File: src/rtl/alu_pkg.sv
// Shared definitions for the ALU execute stage: opcode encoding, instruction
// field positions and datapath defaults.
package alu_pkg;

  localparam int WIDTH_DEF = 32;
  localparam int NREGS_DEF = 16;
  localparam int REG_AW    = 4;

  localparam int OPC_MSB = 15;
  localparam int OPC_LSB = 12;
  localparam int RD_MSB  = 11;
  localparam int RD_LSB  = 8;
  localparam int RS1_MSB = 7;
  localparam int RS1_LSB = 4;
  localparam int RS2_MSB = 3;
  localparam int RS2_LSB = 0;

  typedef enum logic [3:0] {
    OP_ADD = 4'd0,
    OP_SUB = 4'd1,
    OP_MUL = 4'd2,
    OP_OR  = 4'd3,
    OP_AND = 4'd4,
    OP_XOR = 4'd5,
    OP_LSL = 4'd6,
    OP_LSR = 4'd7,
    OP_ROR = 4'd8,
    OP_CMP = 4'd9,
    OP_NOP = 4'd15
  } opcode_e;

  // Opcodes the ALU executes directly and whose result goes to rd.
  function automatic logic is_alu_op(input logic [3:0] opc);
    return opc <= OP_ROR;
  endfunction

endpackage

File: src/rtl/alu_regfile.sv
// Register file with three combinational read ports; R0 is constant zero.
// Loads and writebacks arrive already arbitrated by the caller.
module alu_regfile
  import alu_pkg::*;
#(
  parameter int WIDTH = WIDTH_DEF,
  parameter int NREGS = NREGS_DEF
) (
  input  logic              clk,
  input  logic              rst_n,
  input  logic              ld_en,
  input  logic [REG_AW-1:0] ld_addr,
  input  logic [WIDTH-1:0]  ld_data,
  input  logic              wb_en,
  input  logic [REG_AW-1:0] wb_addr,
  input  logic [WIDTH-1:0]  wb_data,
  input  logic [REG_AW-1:0] rs1_addr,
  input  logic [REG_AW-1:0] rs2_addr,
  input  logic [REG_AW-1:0] dbg_addr,
  output logic [WIDTH-1:0]  rs1_data,
  output logic [WIDTH-1:0]  rs2_data,
  output logic [WIDTH-1:0]  dbg_data
);

  logic [NREGS-1:0][WIDTH-1:0] rf;

  assign rf[0] = '0;

  for (genvar gi = 1; gi < NREGS; gi++) begin : g_reg
    logic [WIDTH-1:0] reg_q;
    logic [WIDTH-1:0] reg_d;

    always_comb begin
      reg_d = reg_q;
      if (ld_en && ld_addr == REG_AW'(gi)) begin
        reg_d = ld_data;
      end else if (wb_en && wb_addr == REG_AW'(gi)) begin
        reg_d = wb_data;
      end
    end

    always_ff @(posedge clk or negedge rst_n) begin
      if (!rst_n) begin
        reg_q <= '0;
      end else begin
        reg_q <= reg_d;
      end
    end

    assign rf[gi] = reg_q;
  end

  assign rs1_data = rf[rs1_addr];
  assign rs2_data = rf[rs2_addr];
  assign dbg_data = rf[dbg_addr];

endmodule

File: src/rtl/alu_exec_ctrl.sv
// Issue/execute/writeback wrapper around a single-cycle combinational ALU,
// with EX->issue forwarding and a host register-load port.
module alu_exec_ctrl
  import alu_pkg::*;
#(
  parameter int WIDTH = WIDTH_DEF,
  parameter int NREGS = NREGS_DEF
) (
  input  logic             clk,
  input  logic             rst_n,
  input  logic             in_valid,
  output logic             in_ready,
  input  logic [15:0]      in_instr,
  input  logic             ld_valid,
  input  logic [3:0]       ld_addr,
  input  logic [WIDTH-1:0] ld_data,
  output logic [3:0]       alu_opcode,
  output logic [WIDTH-1:0] alu_a,
  output logic [WIDTH-1:0] alu_b,
  input  logic [WIDTH-1:0] alu_r1,
  input  logic [3:0]       alu_flags,
  output logic [3:0]       flags_q,
  output logic             retire_valid,
  output logic [3:0]       retire_rd,
  output logic [WIDTH-1:0] retire_data,
  input  logic [3:0]       dbg_addr,
  output logic [WIDTH-1:0] dbg_data
);

  logic [3:0]       opc, rd, rs1, rs2;
  logic             accept, fwd_ok, wb_en;
  logic [WIDTH-1:0] rs1_data, rs2_data, op_a, op_b;

  logic             ex_valid_q, ex_valid_d;
  logic             ex_wr_q, ex_wr_d;
  logic             ex_cmpflag_q, ex_cmpflag_d;
  logic [3:0]       ex_rd_q, ex_rd_d;
  logic [3:0]       alu_opcode_q, alu_opcode_d;
  logic [WIDTH-1:0] alu_a_q, alu_a_d, alu_b_q, alu_b_d;
  logic [3:0]       flags_d;
  logic             retire_valid_q, retire_valid_d;
  logic [3:0]       retire_rd_q, retire_rd_d;
  logic [WIDTH-1:0] retire_data_q, retire_data_d;

  assign opc = in_instr[OPC_MSB:OPC_LSB];
  assign rd  = in_instr[RD_MSB:RD_LSB];
  assign rs1 = in_instr[RS1_MSB:RS1_LSB];
  assign rs2 = in_instr[RS2_MSB:RS2_LSB];

  assign in_ready = !ld_valid;
  assign accept   = in_valid && in_ready;

  // The EX result is written at the same edge this issue samples, so bypass it.
  assign fwd_ok = ex_valid_q && ex_wr_q && (ex_rd_q != 4'd0);
  assign op_a   = (fwd_ok && rs1 == ex_rd_q) ? alu_r1 : rs1_data;
  assign op_b   = (fwd_ok && rs2 == ex_rd_q) ? alu_r1 : rs2_data;

  // A host load to the same register in the same cycle overrides the writeback.
  assign wb_en = fwd_ok && !(ld_valid && ld_addr == ex_rd_q);

  alu_regfile #(
    .WIDTH (WIDTH),
    .NREGS (NREGS)
  ) u_regfile (
    .clk      (clk),
    .rst_n    (rst_n),
    .ld_en    (ld_valid),
    .ld_addr  (ld_addr),
    .ld_data  (ld_data),
    .wb_en    (wb_en),
    .wb_addr  (ex_rd_q),
    .wb_data  (alu_r1),
    .rs1_addr (rs1),
    .rs2_addr (rs2),
    .dbg_addr (dbg_addr),
    .rs1_data (rs1_data),
    .rs2_data (rs2_data),
    .dbg_data (dbg_data)
  );

  always_comb begin
    ex_valid_d     = accept;
    ex_wr_d        = ex_wr_q;
    ex_cmpflag_d   = ex_cmpflag_q;
    ex_rd_d        = ex_rd_q;
    alu_opcode_d   = alu_opcode_q;
    alu_a_d        = alu_a_q;
    alu_b_d        = alu_b_q;
    if (accept) begin
      ex_wr_d      = is_alu_op(opc);
      ex_cmpflag_d = (opc == OP_CMP);
      ex_rd_d      = rd;
      alu_a_d      = op_a;
      alu_b_d      = op_b;
      if (is_alu_op(opc)) begin
        alu_opcode_d = opc;
      end else if (opc == OP_CMP) begin
        alu_opcode_d = OP_SUB;
      end else begin
        alu_opcode_d = OP_ADD;
      end
    end

    flags_d = flags_q;
    if (ex_valid_q && (ex_wr_q || ex_cmpflag_q)) begin
      flags_d = alu_flags;
    end

    retire_valid_d = ex_valid_q;
    retire_rd_d    = ex_valid_q ? ex_rd_q : retire_rd_q;
    retire_data_d  = ex_valid_q ? alu_r1  : retire_data_q;
  end

  always_ff @(posedge clk or negedge rst_n) begin
    if (!rst_n) begin
      ex_valid_q     <= 1'b0;
      ex_wr_q        <= 1'b0;
      ex_cmpflag_q   <= 1'b0;
      ex_rd_q        <= '0;
      alu_opcode_q   <= '0;
      alu_a_q        <= '0;
      alu_b_q        <= '0;
      flags_q        <= '0;
      retire_valid_q <= 1'b0;
      retire_rd_q    <= '0;
      retire_data_q  <= '0;
    end else begin
      ex_valid_q     <= ex_valid_d;
      ex_wr_q        <= ex_wr_d;
      ex_cmpflag_q   <= ex_cmpflag_d;
      ex_rd_q        <= ex_rd_d;
      alu_opcode_q   <= alu_opcode_d;
      alu_a_q        <= alu_a_d;
      alu_b_q        <= alu_b_d;
      flags_q        <= flags_d;
      retire_valid_q <= retire_valid_d;
      retire_rd_q    <= retire_rd_d;
      retire_data_q  <= retire_data_d;
    end
  end

  assign alu_opcode   = alu_opcode_q;
  assign alu_a        = alu_a_q;
  assign alu_b        = alu_b_q;
  assign retire_valid = retire_valid_q;
  assign retire_rd    = retire_rd_q;
  assign retire_data  = retire_data_q;

endmodule

File: config.mk
export PLATFORM = sky130hd
export DESIGN_NAME = alu_exec_ctrl
export DESIGN_NICKNAME = d
export VERILOG_FILES = /design/src/rtl/alu_pkg.sv /design/src/rtl/alu_regfile.sv /design/src/rtl/alu_exec_ctrl.sv
export SDC_FILE = /design/constraint.sdc
export NUM_CORES = 2
export LEC_CHECK = 0
export CORE_UTILIZATION = 50
export DETAILED_ROUTE_END_ITERATION = 10
export GPL_TIMING_DRIVEN = 0
export PLACE_DENSITY = 0.69
export SYNTH_ARGS = -nofsm -noshare
export SYNTH_HDL_FRONTEND = slang
export SYNTH_SLANG_ARGS = --single-unit
File: constraint.sdc
create_clock -name clk -period 2.5 [get_ports clk]
set_input_delay 0.375 -clock clk [delete_from_list [all_inputs] [get_ports clk]]
set_output_delay 0.375 -clock clk [all_outputs]
set_load 0.01 [all_outputs]
; ---- Word level (Yosys, flattened, before mapping)
; Index checks and enable logic that the tools add are counted.
[totals]
ff_bits = 596
inputBits = 96
output_inout_bits = 142
elab_cells = 161
[classes]
order_cmp = 4
eq_ne = 34
muxes = 40
n_reduce_logical = 57
[ops]
columns = cell, count
row1 = 2-to-1 mux 32 bit, 35
row2 = binary-select mux 32 bit (select 4 bit), 3
row3 = "equality test 4 bit, second input constant", 17
row4 = logical AND 1 bit, 38
row5 = "equality test 4 x 3 -> 1 bit, second input constant", 8
row6 = nonzero test 2 bit, 15
row7 = "equality test 4 x 2 -> 1 bit, second input constant", 4
row8 = "less-than comparator 4 x 5 -> 1 bit, second input constant", 3
row9 = equality test 4 bit, 3
row10 = "equality test 4 x 1 -> 1 bit, second input constant", 2
row11 = "<= comparator 4 bit, second input constant", 1
row12 = 2-to-1 mux 4 bit, 1
row13 = nonzero test 4 bit, 1
row14 = zero test 1 bit, 2
row15 = logical OR 1 bit, 1
row16 = 2-to-1 mux 1 bit, 1

; ---- Depth between registers and ports, before layout
[depth]
depth_word = 7
ltp_mapped = 9
mapped_depth_nobuf = 6

; ---- By module
; From an unflattened synthesis, not the netlist that was laid out.
[unflattened]
hier_cells = 3764
hier_area_um2 = 39330.2
[modules_own_cells]
columns = mod, n_inst, cells_per_inst, area_each_um2, seq_area_each_um2
row1 = alu_regfile, 1, 3245, 34104.0, 12011.5
row2 = alu_exec_ctrl, 1, 519, 5226.3, 2902.8

; ---- Worst setup path after synthesis
; Ideal clock, no wire load.
[synth_path]
kind = input to output
startpoint = in dbg_addr[0]
endpoint = out dbg_data[11]
arrival_time_ns = 1.925
required_ns = 2.125
slack_ns = 0.200
cell_stages = 5
n_path_buf = 2
cell_sequence = clkbuf_1 > clkbuf_1 > mux4_2 > a211oi_1 > a21oi_1
[synth_between]
elab_chain_cells = 2
[synth_lines]
columns = element, line
row1 = from (decl), alu_exec_ctrl.sv:26  ; input logic [3:0] dbg_addr,
row2 = binary-select mux 32 bit (select 4 bit), alu_regfile.sv:55  ; assign dbg_data = rf[dbg_addr];
row3 = 2-to-1 mux 32 bit (implied by the code), alu_regfile.sv:55
row4 = to (decl), alu_exec_ctrl.sv:27  ; output logic [WIDTH-1:0] dbg_data
; Every way passes these cells. The select of a mux whose other input is x is not followed.

; ---- Final worst setup path
[layout_path]
startpoint = in in_instr[5]
endpoint = reg alu_a_q[17], in the netlist alu_a[17]
[layout_between]
elab_chain_cells = 3
elab_cells_between_ends = 5
cone_classes = eq/ne (1) / mux (3) / reduce/logical (1)
[layout_lines]
columns = element, line
row1 = from (decl), alu_exec_ctrl.sv:13  ; input logic [15:0] in_instr,
row2 = binary-select mux 32 bit (select 4 bit) or equality test 4 bit (tied branches), "alu_regfile.sv:53, alu_exec_ctrl.sv:55"
row3 = 2-to-1 mux 32 bit (implied by the code) or logical AND 1 bit (tied branches), "alu_regfile.sv:53, alu_exec_ctrl.sv:55"
row4 = 2-to-1 mux 32 bit (*), alu_exec_ctrl.sv:55  ; assign op_a = (fwd_ok && rs1 == ex_rd_q) ? alu_r1 : rs1_data;
row5 = to (signal assigned), alu_exec_ctrl.sv:133  ; alu_a_q <= alu_a_d;
row6 = to (decl), alu_exec_ctrl.sv:39  ; logic [WIDTH-1:0] alu_a_q, alu_a_d, alu_b_q, alu_b_d;
; Mark *: on every way between the ends. The rest lies on a longest branch, timed or not. The select of a mux whose other input is x is not followed.
; A chain may end at the register's enable or synchronous reset.

==> impl_results.md <==
- Status: finished with violations
- Violated checks: negative setup slack
- Layout net count: 4099
- Worst rel slew slack: 17.2%
- RSZ-0062 raised after global routing: true
- Synth warn: 0
- GRT Total Usage: 40.1%
- Register area share after synthesis: 38.1%
- Clock buffer depth: 3
- CTS HTree Levels: 3
- Fin worst setup slack: -0.129 ns
- CP Class: input pin to flop
- Initial Utilization: 50.6%
- Vias in the first global route: 33.5k
- Arr. time, crit path: ~3.1 ns
- # DRC: 0
- Pin count of the biggest net entering global routing: about 120
- VDD IR max: 0.556 mV
- Placer Congestion: 0.984
- I/O Buffers: 195
- Most frequent cells in the layout: dfrtp_1 (595), nor2_1 (586), a21oi_1 (489), mux2i_1 (481), mux2_2 (315)
- HP Class: input pin to flop
- WL/cell: ~31 um
- Mapped Nets: between 3k and 4k
- Layout cell share with drive strength beyond 1: 28.0%
- Synthesized cell area: 0.0392 mm^2
- Dominant synthesized flop cell: dfrtp_1
- Detail Route Antenna Nets: 0
- Worst-Margin Slew: between 1 and 1.5 ns
- First-pass GRT wire length: 230000 um
- Final Max Tran Viols: 0
- GRT overflow: 0
- Reg clk slew, reported paths: 0.06 ns
- DR iter-0 viols: 4835
- Die extent in y: around 280 um
- Syn Inst Count: ~3.7k
- CTS tree: yes
- Seq cells post-synth: 596
- Antenna violations before repair: 2
- Req. time, crit path: 3.01 ns
- Inst Count DP: 4917
- Pleak: 21.3 nW
- DP HPWL: 113000 um
- Power Density: roughly 840 mW/mm^2
- Fillers: 6502
- Via count: 34.7k
- Syn-to-layout area delta: 19.5%
- Clock root buffer: clkbuf_16
- Critical path launch point type: input pin
- Die area: 0.0795 mm^2
- Number of max-cap violations: 0
- Detailed-router iteration count before antenna repair: 6
- # setup viols final: 38
- Post-synthesis cell type count: 40
- CTS Buf Count: just over 70
- Core ar.: 0.0775 mm^2
- Post-synth EDFFs: 0
- Post-route minimum period: 2.63 ns
- Mean post-synth cell area: 10.7 um^2
- Final non-filler cell total: 5098
- Critical path peak fanout: 10
- Width of the chip: 282 um
- Row count: 102
- Worst-case clock skew: 0.0312 ns
- Via density: 6.81
- Sink Count: slightly below 600
- Crit end category: flop
- Fmax: 380 MHz
- Final Hold Viols: 0
- Clk_lat worst skew: 0.65 ns
- Layout Utilization: 60.5%
- Ports: 238
- Crit share post-route: 105%
- Async set-or-reset flop fraction in the synthesized netlist: 100%
- Drt total wl: between 150000 and 200000 um
- Commonest non-fill, non-tap cell in the layout: dfrtp_1
==> repair_timing <==
action,CTS,global route
hold buffers,1,0
gates cloned,1,0
buffers inserted,11,41
endpoints found under the hold margin,78,0
pin swaps,10,30
endpoints found under the setup margin,169,395
resized for setup,409,104
==> final timing paths <==
path | slack [ns] | to | depth (start not counted) | from
max in group asynchronous | 0.25 | u_regfile.g_reg[5].reg_q[1] | 5 | rst_n
worst min-delay path | 0.14 | u_regfile.g_reg[5].reg_q[13] | 3 | alu_r1[13]
worst min register to register | 0.44 | retire_valid | 0 | ex_valid_q
worst max register to register | -0.01 | u_regfile.g_reg[4].reg_q[15] | 6 | ex_rd_q[0]
min in group asynchronous | 0.27 | u_regfile.g_reg[12].reg_q[26] | 2 | rst_n
worst max-delay path | -0.13 | alu_a[17] | 7 | in_instr[5]
==> routing by layer <==
metal	part of all wire [%]	track usage [%]
met2	44	58.8
met5	0.023	0
met1	37	51.3
met3	12	11.5
met4	7.7	27.2
==> cell type report <==
type	count	area (um^2)	share of cell area, %
multi-input cells	2654	23000	49.2
flip-flops and latches	596	14900	31.8
plain buffers	423	2660	5.67
repair buffers	254	2470	5.27
clock buffers	96	2090	4.45
well taps	1040	1300	2.78
clock inverters	31	370	0.791
inverters	3	11.3	0.0240
diodes	1	2.50	0.00534
==> power by group <==
| part | switching, mW | internal, mW |
|---|---|---|
| combinational | 5.88 | 7.04 |
| sequential | 2.76 | 12.4 |
| clock | 4.59 | 6.59 |
| total | 13.2 | 26.0 |
==> cells by family after synthesis <==
kind of cell | synth area share (%)
and+or+nand+nor | 7.48
DFF | 38.1
buffers and inverters | 5.65
AOI/OAI and AO/OA | 13.2
muxes | 35.4
xor gates and xnor gates | 0.268
==> flip-flops by register name, summed over array words and instances, names as in the netlist, 4 cells and up <==
| name | cells |
|---|---|
| alu_a | 32 |
| alu_b | 32 |
| alu_opcode | 4 |
| ex_rd_q | 4 |
| flags_q | 4 |
| retire_data | 32 |
| retire_rd | 4 |
| u_regfile.g.reg_q | 480 |
==> stage by stage <==
| stage | total power, mW | setup slack, ns | hold WS [ns] | area (um^2) | setup TNS [ns] |
|---|---|---|---|---|---|
| after CTS | 38.4 | -0.0990 | 0.139 | 46000 | -0.145 |
| after detailed placement | 26.8 | -1.75 | 0.412 | 42600 | -282.12 |
| after floorplan | 22.5 | 0.200 | 0.0794 | 39200 | 0 |
| after global placement | 26.4 | -26.91 | 0.397 | 42400 | - |
| final | 39.2 | -0.129 | 0.142 | 46800 | -1.19 |
| after global routing | 40.7 | -0.110 | 0.153 | 46800 | -1.07 |
==> worst max-delay path, cell delays in order <==
cell and delay (ns):
clkdlybuf4s15_1 0.70, clkbuf_1 0.84, mux2_2 0.42, o22ai_1 0.21, nor3_1 0.12, a211oi_2 0.36, nor2_1 0.08
==> cells in the mapped netlist, types with 30 or more instances <==
master | n | share of area (%)
buf_2 | 92 | 1.2
buf_1 | 30 | 0.29
dfrtp_1 | 596 | 38
a22oi_1 | 31 | 0.59
a21oi_1 | 515 | 6.6
mux2i_1 | 512 | 13
a211oi_1 | 94 | 1.8
nor2_1 | 586 | 5.6
mux4_2 | 230 | 13
nor3_1 | 71 | 0.91
mux2_2 | 316 | 9.1
nand2_1 | 44 | 0.42
a221oi_1 | 64 | 1.4
o22ai_1 | 120 | 1.9
clkbuf_1 | 254 | 2.4
Power figures use the tool's default switching activity.
